==> src/rtl/cdc_hs_pkg.sv <==
// Shared types and sizing helpers for the req/ack clock-domain-crossing source controller.
package cdc_hs_pkg;

  typedef enum logic [1:0] {
    IDLE = 2'd0,
    REQ  = 2'd1,
    REL  = 2'd2
  } state_e;

  localparam int CNT_W = 16;

  // Phase counter must be able to hold TIMEOUT_CYC itself (saturation value).
  function automatic int phase_cnt_w(input int timeout_cyc);
    return $clog2(timeout_cyc + 1);
  endfunction

endpackage

==> src/rtl/cdc_hs_src_ctrl_if.sv <==
// Upstream word port plus the crossing req/ack/data bus of the handshake source.
interface cdc_hs_src_ctrl_if #(
  parameter int DATA_W = 8
);
  // Upstream valid/ready: a word transfers on a rising clk edge where i_valid && o_ready;
  // o_ready never depends on i_valid, and i_data need only be stable while i_valid is high.
  logic [DATA_W-1:0] i_data;
  logic              i_valid;
  logic              o_ready;
  logic              o_xfer_req;
  logic [DATA_W-1:0] o_xfer_data;
  logic              i_xfer_ack;

  modport master (
    output i_data, i_valid, i_xfer_ack,
    input  o_ready, o_xfer_req, o_xfer_data
  );

  modport slave (
    input  i_data, i_valid, i_xfer_ack,
    output o_ready, o_xfer_req, o_xfer_data
  );
endinterface

==> src/rtl/cdc_sync_srst.sv <==
// Single-bit multi-flop synchronizer with synchronous active-high reset.
module cdc_sync_srst #(
  parameter int STAGES = 2
) (
  input  logic clk,
  input  logic rst,
  input  logic i_d,
  output logic o_q
);

  (* ASYNC_REG = "TRUE" *) logic [STAGES-1:0] r_chain;

  always_ff @(posedge clk) begin
    if (rst) begin
      r_chain <= '0;
    end else begin
      r_chain <= {r_chain[STAGES-2:0], i_d};
    end
  end

  assign o_q = r_chain[STAGES-1];

endmodule

==> src/rtl/cdc_hs_src_ctrl.sv <==
// Source side of a 4-phase req/ack word crossing: holds the word, sequences req,
// synchronizes ack, counts completed transfers and flags stalled handshake phases.
module cdc_hs_src_ctrl
  import cdc_hs_pkg::*;
#(
  parameter int DATA_W      = 8,
  parameter int SYNC_STAGES = 2,
  parameter int TIMEOUT_CYC = 255
) (
  input  logic                clk,
  input  logic                rst,
  cdc_hs_src_ctrl_if.slave    bus,
  input  logic                i_clr_err,
  output logic                o_busy,
  output logic                o_timeout,
  output logic [CNT_W-1:0]    o_xfer_cnt,
  output state_e              o_state
);

  localparam int PW = phase_cnt_w(TIMEOUT_CYC);
  localparam logic [PW-1:0] C_PHASE_MAX  = PW'(TIMEOUT_CYC);
  localparam logic [PW-1:0] C_PHASE_TRIP = PW'(TIMEOUT_CYC - 1);

  state_e              r_state;
  state_e              w_state_nxt;
  logic                w_ack_s;
  logic                r_xfer_req;
  logic [DATA_W-1:0]   r_xfer_data;
  logic [PW-1:0]       r_phase_cnt;
  logic                r_timeout;
  logic [CNT_W-1:0]    r_xfer_cnt;

  logic                w_ready;
  logic                w_busy;
  logic                w_load;
  logic                w_req_done;
  logic                w_rel_done;
  logic                w_waiting;

  cdc_sync_srst #(.STAGES(SYNC_STAGES)) u_ack_sync (
    .clk (clk),
    .rst (rst),
    .i_d (bus.i_xfer_ack),
    .o_q (w_ack_s)
  );

  always_ff @(posedge clk) begin
    if (rst) begin
      r_state <= IDLE;
    end else begin
      r_state <= w_state_nxt;
    end
  end

  always_comb begin
    w_state_nxt = r_state;
    case (r_state)
      IDLE:    if (bus.i_valid && !w_ack_s) w_state_nxt = REQ;
      REQ:     if (w_ack_s)                 w_state_nxt = REL;
      REL:     if (!w_ack_s)                w_state_nxt = IDLE;
      default:                              w_state_nxt = IDLE;
    endcase
  end

  // A stale high ack left over from a source-only reset keeps IDLE from accepting.
  always_comb begin
    w_ready    = (r_state == IDLE) && !w_ack_s;
    w_busy     = (r_state != IDLE);
    w_load     = w_ready && bus.i_valid;
    w_req_done = (r_state == REQ) && w_ack_s;
    w_rel_done = (r_state == REL) && !w_ack_s;
    w_waiting  = ((r_state == REQ) && !w_ack_s) || ((r_state == REL) && w_ack_s);
  end

  always_ff @(posedge clk) begin
    if (rst) begin
      r_xfer_req  <= 1'b0;
      r_xfer_data <= '0;
    end else if (w_load) begin
      r_xfer_req  <= 1'b1;
      r_xfer_data <= bus.i_data;
    end else if (w_req_done) begin
      r_xfer_req  <= 1'b0;
    end
  end

  always_ff @(posedge clk) begin
    if (rst) begin
      r_phase_cnt <= '0;
    end else if (w_load || w_req_done) begin
      r_phase_cnt <= '0;
    end else if (w_busy && (r_phase_cnt != C_PHASE_MAX)) begin
      r_phase_cnt <= r_phase_cnt + 1'b1;
    end
  end

  // Set has priority over a coincident clear so a fresh stall is never lost.
  always_ff @(posedge clk) begin
    if (rst) begin
      r_timeout <= 1'b0;
    end else if (w_waiting && (r_phase_cnt == C_PHASE_TRIP)) begin
      r_timeout <= 1'b1;
    end else if (i_clr_err) begin
      r_timeout <= 1'b0;
    end
  end

  always_ff @(posedge clk) begin
    if (rst) begin
      r_xfer_cnt <= '0;
    end else if (w_rel_done) begin
      r_xfer_cnt <= r_xfer_cnt + 1'b1;
    end
  end

  assign bus.o_ready     = w_ready;
  assign bus.o_xfer_req  = r_xfer_req;
  assign bus.o_xfer_data = r_xfer_data;
  assign o_busy          = w_busy;
  assign o_timeout       = r_timeout;
  assign o_xfer_cnt      = r_xfer_cnt;
  assign o_state         = r_state;

endmodule

==> src/flat_wrapper.sv <==
// flat-port wrapper written by rule: the top's interface ports become plain ports
module cdc_hs_src_ctrl_flat import cdc_hs_pkg::*;
#(
  parameter int DATA_W      = 8,
  parameter int SYNC_STAGES = 2,
  parameter int TIMEOUT_CYC = 255
)
  (clk, rst, i_clr_err, o_busy, o_timeout, o_xfer_cnt, o_state, bus_i_data, bus_i_valid, bus_i_xfer_ack, bus_o_ready, bus_o_xfer_req, bus_o_xfer_data);
  cdc_hs_src_ctrl_if #(.DATA_W(DATA_W)) bus_i ();
  input  logic clk;
  input  logic rst;
  input  logic i_clr_err;
  output logic o_busy;
  output logic o_timeout;
  output logic [CNT_W-1:0] o_xfer_cnt;
  output state_e o_state;
  input wire logic [$bits(bus_i.i_data)-1:0] bus_i_data;
  input wire logic [$bits(bus_i.i_valid)-1:0] bus_i_valid;
  input wire logic [$bits(bus_i.i_xfer_ack)-1:0] bus_i_xfer_ack;
  output wire logic [$bits(bus_i.o_ready)-1:0] bus_o_ready;
  output wire logic [$bits(bus_i.o_xfer_req)-1:0] bus_o_xfer_req;
  output wire logic [$bits(bus_i.o_xfer_data)-1:0] bus_o_xfer_data;
  assign bus_i.i_data = bus_i_data;
  assign bus_i.i_valid = bus_i_valid;
  assign bus_i.i_xfer_ack = bus_i_xfer_ack;
  assign bus_o_ready = bus_i.o_ready;
  assign bus_o_xfer_req = bus_i.o_xfer_req;
  assign bus_o_xfer_data = bus_i.o_xfer_data;
  cdc_hs_src_ctrl #(.DATA_W(DATA_W), .SYNC_STAGES(SYNC_STAGES), .TIMEOUT_CYC(TIMEOUT_CYC)) u_core (.clk(clk), .rst(rst), .bus(bus_i), .i_clr_err(i_clr_err), .o_busy(o_busy), .o_timeout(o_timeout), .o_xfer_cnt(o_xfer_cnt), .o_state(o_state));
endmodule
==> config.mk <==
export PLATFORM = sky130hd
export DESIGN_NAME = cdc_hs_src_ctrl_flat
export DESIGN_NICKNAME = d
export VERILOG_FILES = /design/src/rtl/cdc_hs_pkg.sv /design/src/rtl/cdc_hs_src_ctrl_if.sv /design/src/rtl/cdc_sync_srst.sv /design/src/rtl/cdc_hs_src_ctrl.sv /design/src/flat_wrapper.sv
export SDC_FILE = /design/constraint.sdc
export NUM_CORES = 1
export LEC_CHECK = 0
export ABC_AREA = 1
export CAP_MARGIN = 25
export CORE_ASPECT_RATIO = 0.6
export CORE_MARGIN = 3
export CORE_UTILIZATION = 53
export DETAILED_ROUTE_END_ITERATION = 7
export PLACE_DENSITY = 0.8
export SKIP_LAST_GASP = 1
export SYNTH_ARGS = -nofsm -noshare
export SYNTH_HDL_FRONTEND = slang
export SYNTH_SLANG_ARGS = --single-unit
==> constraint.sdc <==
create_clock -name clk -period 3.1 [get_ports clk]
set_input_delay 0.465 -clock clk [delete_from_list [all_inputs] [get_ports clk]]
set_output_delay 0.465 -clock clk [all_outputs]
set_load 0.01 [all_outputs]
==> impl_metrics.toml, run 1 <==
[outcome]
outcome = "finished, final reports clean"

[final_layout]
final_cell_mix = "nand2_1 (60), clkdlybuf4s50_1 (42), dfxtp_1 (38)"
antennaDiodeCount = 0
nNetsFinal = 314
drive_above_1_share_pct = 10.7
final_util_pct = 77.4
final_common_cell = "nand2_1"
area_growth_pct = 29.7

[route]
drc = 0
wirelength_um = 4530
route.detailed.wl_per_inst_um = 13.3
vias = 1755
first_iter_violations = 102
drt.antenna.violating_nets = 0
avgViaCountPerCell = 5.15
first_pass_iters = 4

[critical_path]
crit_fanout = 11
r2r_slack_ns = 1.64
critical_path_class = "reg2out"
rr_endpoint = "u_core.o_xfer_cnt[10]"
ff2ff_path_depth = 6
endpoint_kind = "primary output"
start_kind = "register"
cp.required_ns = 2.63
r2r_start = "u_core.o_xfer_cnt[0]"
arrival_ns = 1.77

[power]
p_leak_nw = 0.880
powerDensity_nw_per_um2 = 406
finalPower_mw = 0.968
ir_drop_mv = 0.241

[clock_tree]
ctsResizeCount = 0
cts_tree = "yes"
clock-sinks = 38
ctsHoldBuffers = 0
clk_pin_slew_ns = 0.07
cts_buffers = 5
clockBufferDepth = 2
cts_max_level = 2
clk_latency_ns = 0.28
post_cts_buffers = 0
cts_root_buf = "clkbuf_8"

[hold_path]
min_path_type = "reg2reg"
whs_path_depth = 2
hp-start = "u_core.u_ack_sync.r_chain[0]"
min_to = "u_core.u_ack_sync.r_chain[1]"

[global_route]
grt_pass1_vias = 1589
grt_pass1_wl_um = 7690
grt-ovfl-total = 0
grt_max_degree = 25
grt_util_all_layers_pct = 24.3
antenna_found_initial = 0

[run]
drv_cap = 0

[sta]
fin_setup_tns_ns = 0
tightestPinTransition_ns = 0.540
max_freq_mhz = 447
fin_worst_skew_ns = 0.00512
min_period_over_period_pct = 72.1
min_period_ns = 2.24
setup_slack_ns = 0.864
slew_headroom_pct = 63.9
hold_viol = 0
setup_violations = 0
slew_viol_final = 0
hold_ws_ns = 0.412
rsz0062_at_grt = "false"

[die]
ioPinCount = 43
initial_utilization_pct = 59.6
fp.dieW_um = 82.0
fp.dieH_um = 51.6
die_area_um2 = 4230
rows = 15
core-area_um2 = 3080

[logic_synthesis]
ys_types = 30
synth_area_um2 = 1840
syn_nets = 268
syn_area_per_cell_um2 = 7.28
synth-main-ff-cell = "dfxtp_1"
ys_seq_area_share_pct = 41.4
syn_inst = 252
ys_ff_latch = 38
synthArstFlopShare_pct = 0
synth-edff-count = 0
yosysWarnings = 0

[placement]
place_ws_ns = 1.16
io_buffers = 42
hpwlAfterDp_um = 3460
gp_congestion = 0.896
[flip-flops by register name (all words and copies together), names as in the netlist]
register                   count
u_core.u_ack_sync.r_chain      2
u_core.o_state                 2
u_core.bus.o_xfer_req          1
u_core.bus.o_xfer_data         8
u_core.r_phase_cnt             8
u_core.o_xfer_cnt             16
u_core.o_timeout               1
[routing by layer]
layer / up-vias / GRT usage, % / routed length [µm]
li1: 910 / - / -
met1: 776 / 35.4 / 2270
met2: 64 / 34.7 / 1820
met3: 5 / 7.44 / 396
met4: 0 / 5.80 / 41
met5: - / 0 / 0
[power by group]
part           switching (mW)  total, mW  internal [mW]  leakage, nW
registers             0.00916      0.510          0.501        0.308
clock network           0.168      0.347          0.179       0.0482
logic                  0.0590      0.111         0.0519        0.524
total                   0.236      0.968          0.732        0.880
[worst max-delay path by stage]
stage / start / end / slack, ns
floorplan: u_core.o_state[1] / bus_o_ready / 1.77
global placement: u_core.o_state[1] / bus_o_ready / 1.18
detailed placement: u_core.o_state[1] / bus_o_ready / 1.16
CTS: u_core.o_state[1] / bus_o_ready / 0.85
global route: u_core.o_state[1] / bus_o_ready / 0.74
finish: u_core.o_state[1] / bus_o_ready / 0.86
[cells by family after synthesis]
logic type / after synthesis / share of synthesized area (%)
AOI/OAI and AO/OA: 33 / 9.88
xor gates and xnor gates: 3 / 1.43
adders and majority gates: 3 / 2.05
buffers and inverters: 36 / 8.11
DFF: 38 / 41.4
and+or+nand+nor: 139 / 37.1
[area by class of cell]
class                      instances  area, µm²
multi-input combinational        178        926
clock inverter                     1       5.00
timing repair buffer              43        428
fill                             237        697
clock buffer                       7       86.3
sequential                        38        761
tap                               42       52.6
inverter                          32        123
[Yosys cell counts (2+ instances only)]
master | n | area, µm²
nor3_1 | 2 | 10.0
xor2_1 | 3 | 26.3
nor2_1 | 28 | 105
nand2_1 | 60 | 225
clkbuf_1 | 2 | 7.51
nand4_1 | 7 | 43.8
a21oi_1 | 25 | 125
ha_1 | 3 | 37.5
nor2_2 | 5 | 31.3
dfxtp_1 | 38 | 761
nand2_2 | 3 | 18.8
inv_2 | 5 | 18.8
nor3b_1 | 2 | 15.0
inv_1 | 26 | 97.6
nor2_4 | 3 | 33.8
o21ai_0 | 5 | 25.0
nand3_1 | 22 | 110
[worst max-delay path, stage by stage, from the launching register on]
cell and delay [ns]:
dfxtp_1 0.38, nor2_2 0.13, inv_2 0.07, nor2_4 0.29, clkdlybuf4s50_1 0.61
[stage by stage]
stage / instance area, µm² / cells
floorplan: 1840 / 252
global placement: 2290 / 333
detailed placement: 2290 / 333
CTS: 2380 / 341
global route: 2380 / 341
finish: 2380 / 341
Power figures use the tool's default switching activity.
==> run 2, diff against run 1 <==
--- a/config.mk
+++ b/config.mk
@@ -9,9 +9,9 @@
 export CAP_MARGIN = 25
 export CORE_ASPECT_RATIO = 0.6
 export CORE_MARGIN = 3
-export CORE_UTILIZATION = 53
+export CORE_UTILIZATION = 44
 export DETAILED_ROUTE_END_ITERATION = 7
-export PLACE_DENSITY = 0.8
+export PLACE_DENSITY = 0.71
 export SKIP_LAST_GASP = 1
 export SYNTH_ARGS = -nofsm -noshare
 export SYNTH_HDL_FRONTEND = slang
==> constraint.sdc (replaced) <==
create_clock -name clk -period 1.8 [get_ports clk]
set_input_delay 0.27 -clock clk [delete_from_list [all_inputs] [get_ports clk]]
set_output_delay 0.27 -clock clk [all_outputs]
set_load 0.01 [all_outputs]
==> run 2 against run 1 <==
Sequential cell count did not move. Utilization fell by 13 points. Clock skew rose by 0.0041 ns. Design area rose by 3.0%. First-iteration DRC count rose by 25%. Worst hold slack improved by 0.0059 ns. Via count rose by 2.5%. Global-route usage fell by 4.4 points. Power rose by 110%. Non-clock buffer count rose by 2. Final cell count rose by 2.1%. Critical path depth fell by 1. Critical path type unchanged. Critical endpoint is now o_busy. Largest cell class unchanged.
==> impl_metrics.toml, run 2 (synthesis results as in run 1) <==
[outcome]
outcome = "finished, final reports clean"

[global_route]
antenna_found_initial = 0
grt_pass1_wl_um = 7650
grt_util_all_layers_pct = 19.8
grt_max_degree = 24
grt-ovfl-total = 0
grt_pass1_vias = 1554

[power]
p_leak_nw = 0.914
ir_drop_mv = 0.538
finalPower_mw = 1.98
powerDensity_nw_per_um2 = 809

[critical_path]
ff2ff_path_depth = 6
cp.required_ns = 1.53
start_kind = "register"
endpoint_kind = "primary output"
critical_path_class = "reg2out"
rr_endpoint = "u_core.o_xfer_cnt[10]"
r2r_start = "u_core.o_xfer_cnt[0]"
r2r_slack_ns = 0.36
crit_fanout = 5
arrival_ns = 1.42

[placement]
io_buffers = 42
gp_congestion = 0.916
hpwlAfterDp_um = 3340

[final_layout]
final_common_cell = "nand2_1"
drive_above_1_share_pct = 12.0
final_cell_mix = "nand2_1 (60), clkdlybuf4s50_1 (41), dfxtp_1 (37)"
nNetsFinal = 316
largest_reg_flops = 16
area_growth_pct = 33.7
antennaDiodeCount = 0

[hold_path]
whs_path_depth = 2
min_path_type = "reg2reg"
hp-start = "u_core.u_ack_sync.r_chain[0]"
min_to = "u_core.u_ack_sync.r_chain[1]"

[sta]
max_freq_mhz = 592
hold_viol = 0
fin_worst_skew_ns = 0.00921
tightestPinTransition_ns = 0.577
fin_setup_tns_ns = 0
setup_violations = 0
slew_viol_final = 0
rsz0062_at_grt = "false"
min_period_over_period_pct = 93.9
min_period_ns = 1.69
slew_headroom_pct = 61.4

[die]
fp.dieW_um = 89.4
core-area_um2 = 3830
fp.dieH_um = 56.0
initial_utilization_pct = 47.9
rows = 17
die_area_um2 = 5010
ioPinCount = 43

[route]
first_iter_violations = 127
vias = 1798
wirelength_um = 4590
drc = 0
avgViaCountPerCell = 5.17
route.detailed.wl_per_inst_um = 13.2
drt.antenna.violating_nets = 0
first_pass_iters = 4

[clock_tree]
cts_tree = "yes"
ctsHoldBuffers = 0
clk_latency_ns = 0.30
clockBufferDepth = 2
clock-sinks = 38
cts_root_buf = "clkbuf_8"
clk_pin_slew_ns = 0.07
cts_buffers = 5
cts_max_level = 2
post_cts_buffers = 0

[run]
drv_cap = 0
## run 2: how the worst max path moves through the flow
| stage | slack, ns | depth (start not counted) | startpoint | endpoint |
|---|---|---|---|---|
| 2_1_floorplan | 0.54 | 6 | u_core.o_xfer_cnt[0] | u_core.o_xfer_cnt[4] |
| 3_3_place_gp | 0.28 | 4 | bus_i_valid | u_core.r_phase_cnt[1] |
| 3_5_place_dp | 0.23 | 4 | bus_i_valid | u_core.r_phase_cnt[0] |
| 4_1_cts | 0.05 | 3 | u_core.o_state[1] | o_busy |
| 5_1_grt | 0.03 | 3 | u_core.o_state[0] | o_busy |
| 6_report | 0.11 | 3 | u_core.o_state[0] | o_busy |
## run 2: repair_timing
action                                  4_1_cts  5_1_grt
endpoints found under the setup margin        1        1
gates resized for setup                       1        1
endpoints found under the hold margin         0        0
## run 2: final cells by class
class	instances	area (µm²)
fill	339	1380
multi-input combinational	178	926
sequential	38	762
timing repair buffer	45	442
inverter	32	123
clock buffer	6	82.6
clock inverter	2	60.1
tap	47	58.8
## run 2: per-stage QoR
stage / utilization (%) / worst slack (ns) / cell area [µm²] / instances / hold slack [ns]
after floorplan: - / 0.543 / 1840 / 252 / 0.346
final: 64.1 / 0.110 / 2450 / 348 / 0.418
after global placement: 60.4 / 0.284 / 2310 / 340 / 0.409
after global routing: 64.1 / 0.0250 / 2450 / 348 / 0.470
after detailed placement: 60.4 / 0.229 / 2310 / 340 / 0.412
after CTS: 64.1 / 0.0485 / 2450 / 348 / 0.424
## run 2: metal layers
layer / up-vias / share of wire (%) / wire length, µm / global-route usage, %
met5: - / 0 / 0 / 0
met4: 0 / 0.98 / 45 / 6.58
met3: 7 / 10 / 464 / 5.33
met2: 84 / 37 / 1690 / 23.3
met1: 802 / 52 / 2390 / 32.9
li1: 905 / - / - / -
## run 2: where the power goes
group          internal (mW)  switching (mW)  leakage, nW
sequential             0.862          0.0153        0.309
clock                  0.591           0.319       0.0714
combinational         0.0924           0.105        0.533
## run 2: critical path, cell delays in order, from the launching register on
cell and delay (ns):
dfxtp_1 0.42, nor2_2 0.05, inv_2 0.10, clkdlybuf4s50_1 0.55
==> run 3, diff against run 2 <==
--- a/config.mk
+++ b/config.mk
@@ -9,9 +9,10 @@
 export CAP_MARGIN = 25
 export CORE_ASPECT_RATIO = 0.6
 export CORE_MARGIN = 3
-export CORE_UTILIZATION = 44
+export CORE_UTILIZATION = 46
+export CTS_BUF_LIST = sky130_fd_sc_hd__clkbuf_4
 export DETAILED_ROUTE_END_ITERATION = 7
-export PLACE_DENSITY = 0.71
+export PLACE_DENSITY = 0.74
 export SKIP_LAST_GASP = 1
 export SYNTH_ARGS = -nofsm -noshare
 export SYNTH_HDL_FRONTEND = slang
==> run 3 against run 2 <==
Non-clock buffer count fell by 1. Via count fell by 2.8%. Sequential cell count did not move. Largest power group is now registers.
==> impl_metrics.toml, run 3 (synthesis results as in run 1) <==
[clock_tree]
ctsResizeCount = 2
post_cts_buffers = 0
clockBufferDepth = 2
cts_root_buf = "clkbuf_4"
cts_buffers = 5
cts_max_level = 2
clk_pin_slew_ns = 0.11
cts_tree = "yes"
clk_latency_ns = 0.34
clock-sinks = 38
ctsHoldBuffers = 0

[power]
p_sw_mw = 0.404
p_seq_share_pct = 49.1
p_clk_share_pct = 40.0
powerDensity_nw_per_um2 = 741
p_comb_share_pct = 10.8
internal_power_mw = 1.38
p_leak_nw = 0.891
ir_drop_mv = 0.450
swShare_pct = 22.6

[final_layout]
fillers = 332
largest_reg_flops = 16
antennaDiodeCount = 0
area_growth_pct = 31.2
final_cells = 347
final_common_cell = "nand2_1"
drive_above_1_share_pct = 11.7
nNetsFinal = 315
final_cell_mix = "nand2_1 (60), clkdlybuf4s50_1 (41), dfxtp_1 (36)"

[sta]
rsz0062_at_grt = "false"
fin_worst_skew_ns = 0.0127
setup_violations = 0
slew_viol_final = 0
tightestPinTransition_ns = 0.526
min_period_ns = 1.71
hold_ws_ns = 0.410
slew_headroom_pct = 64.8
fin_setup_tns_ns = 0
min_period_over_period_pct = 94.8
hold_viol = 0
max_freq_mhz = 586

[die]
ioPinCount = 43
die_area_um2 = 4810
rows = 17
fp.dieW_um = 87.6
core-area_um2 = 3740
initial_utilization_pct = 49.0
fp.dieH_um = 54.9

[global_route]
grt_max_degree = 24
antenna_found_initial = 0
grt_pass1_wl_um = 7390
grt-ovfl-total = 0
grt_pass1_vias = 1525
grt_util_all_layers_pct = 20.2

[critical_path]
critical_path.top_delay_family = "buffers and inverters"
max_stage_delay_ns = 0.56
cp.required_ns = 1.53
cp_num_buf_inv = 2
start_kind = "register"
crit_fanout = 5
r2r_start = "u_core.r_phase_cnt[1]"
endpoint_kind = "primary output"
slowest_stage = "clkdlybuf4s50_1"
arrival_ns = 1.44
critical_path_class = "reg2out"
crit_chain = "nor2_2 > inv_2 > clkdlybuf4s50_1"
startpoint = "u_core.o_state[1]"

[hold_path]
min_path_type = "reg2reg"
hp-start = "u_core.u_ack_sync.r_chain[0]"

[route]
avgViaCountPerCell = 5.03
drt.antenna.violating_nets = 0
route.detailed.wl_per_inst_um = 12.5
wirelength_um = 4330
first_pass_iters = 4
first_iter_violations = 102
vias = 1747
drc = 0

[run]
drv_cap = 0

[placement]
gp_congestion = 0.809
dp_cells = 339
io_buffers = 42
hpwlAfterDp_um = 3250

[outcome]
outcome = "finished, final reports clean"
run 3: cell types whose count changed in the layout (fill, tap and decap cells not counted):
cell,delta
dfxtp_1,-1
buf_4,-1
clkbuf_4,+5
clkinv_1,+1
dfxtp_4,+1
clkbuf_8,-6
run 3: power by group through the flow:
stage	Clock (mW)	Sequential (mW)	Combinational [mW]
CTS	0.722	0.878	0.194
global placement	0	0.896	0.194
detailed placement	0	0.897	0.195
finish	0.714	0.877	0.193
floorplan	0	0.903	0.100
global route	0.761	0.881	0.214
run 3: tightest hold or removal path: stages (launching register included):
cell     delay (ns)
dfxtp_1        0.31
inv_1          0.04
nor2_1         0.03
run 3: area by class of cell:
type / count / area [µm²] / share of cell area (%)
Clock buffer: 5 / 37.5 / 1.56
Clock inverter: 3 / 63.8 / 2.65
Inverter: 32 / 123 / 5.09
Multi-Input combinational cell: 178 / 926 / 38.4
Sequential cell: 38 / 766 / 31.8
Tap cell: 47 / 58.8 / 2.44
Timing Repair Buffer: 44 / 434 / 18.0
run 3: per-layer routing:
layer  wire length (µm)  vias up  GRT usage, %
met2               1590       57          27.1
met5                  0        -             0
met4                 17        0          2.30
li1                   -      910             -
met1               2360      776          31.5
met3                361        4          6.36
run 3: worst paths after layout:
kind	end	slack (ns)	cells after the start
worst max-delay path	o_busy	0.09	3
worst min-delay path	u_core.u_ack_sync.r_chain[1]	0.41	2
worst max register to register	u_core.r_phase_cnt[1]	0.37	8
worst min register to register	u_core.u_ack_sync.r_chain[1]	0.41	2
run 3: per-stage QoR:
step / power [mW] / area, µm² / worst slack [ns] / util [%]
2_1_floorplan: 1.00 / 1840 / 0.543 / -
3_3_place_gp: 1.09 / 2300 / 0.308 / 61.5
3_5_place_dp: 1.09 / 2300 / 0.258 / 61.5
4_1_cts: 1.79 / 2400 / 0.0409 / 64.2
5_1_grt: 1.86 / 2410 / 0.0241 / 64.3
6_report: 1.78 / 2410 / 0.0930 / 64.3
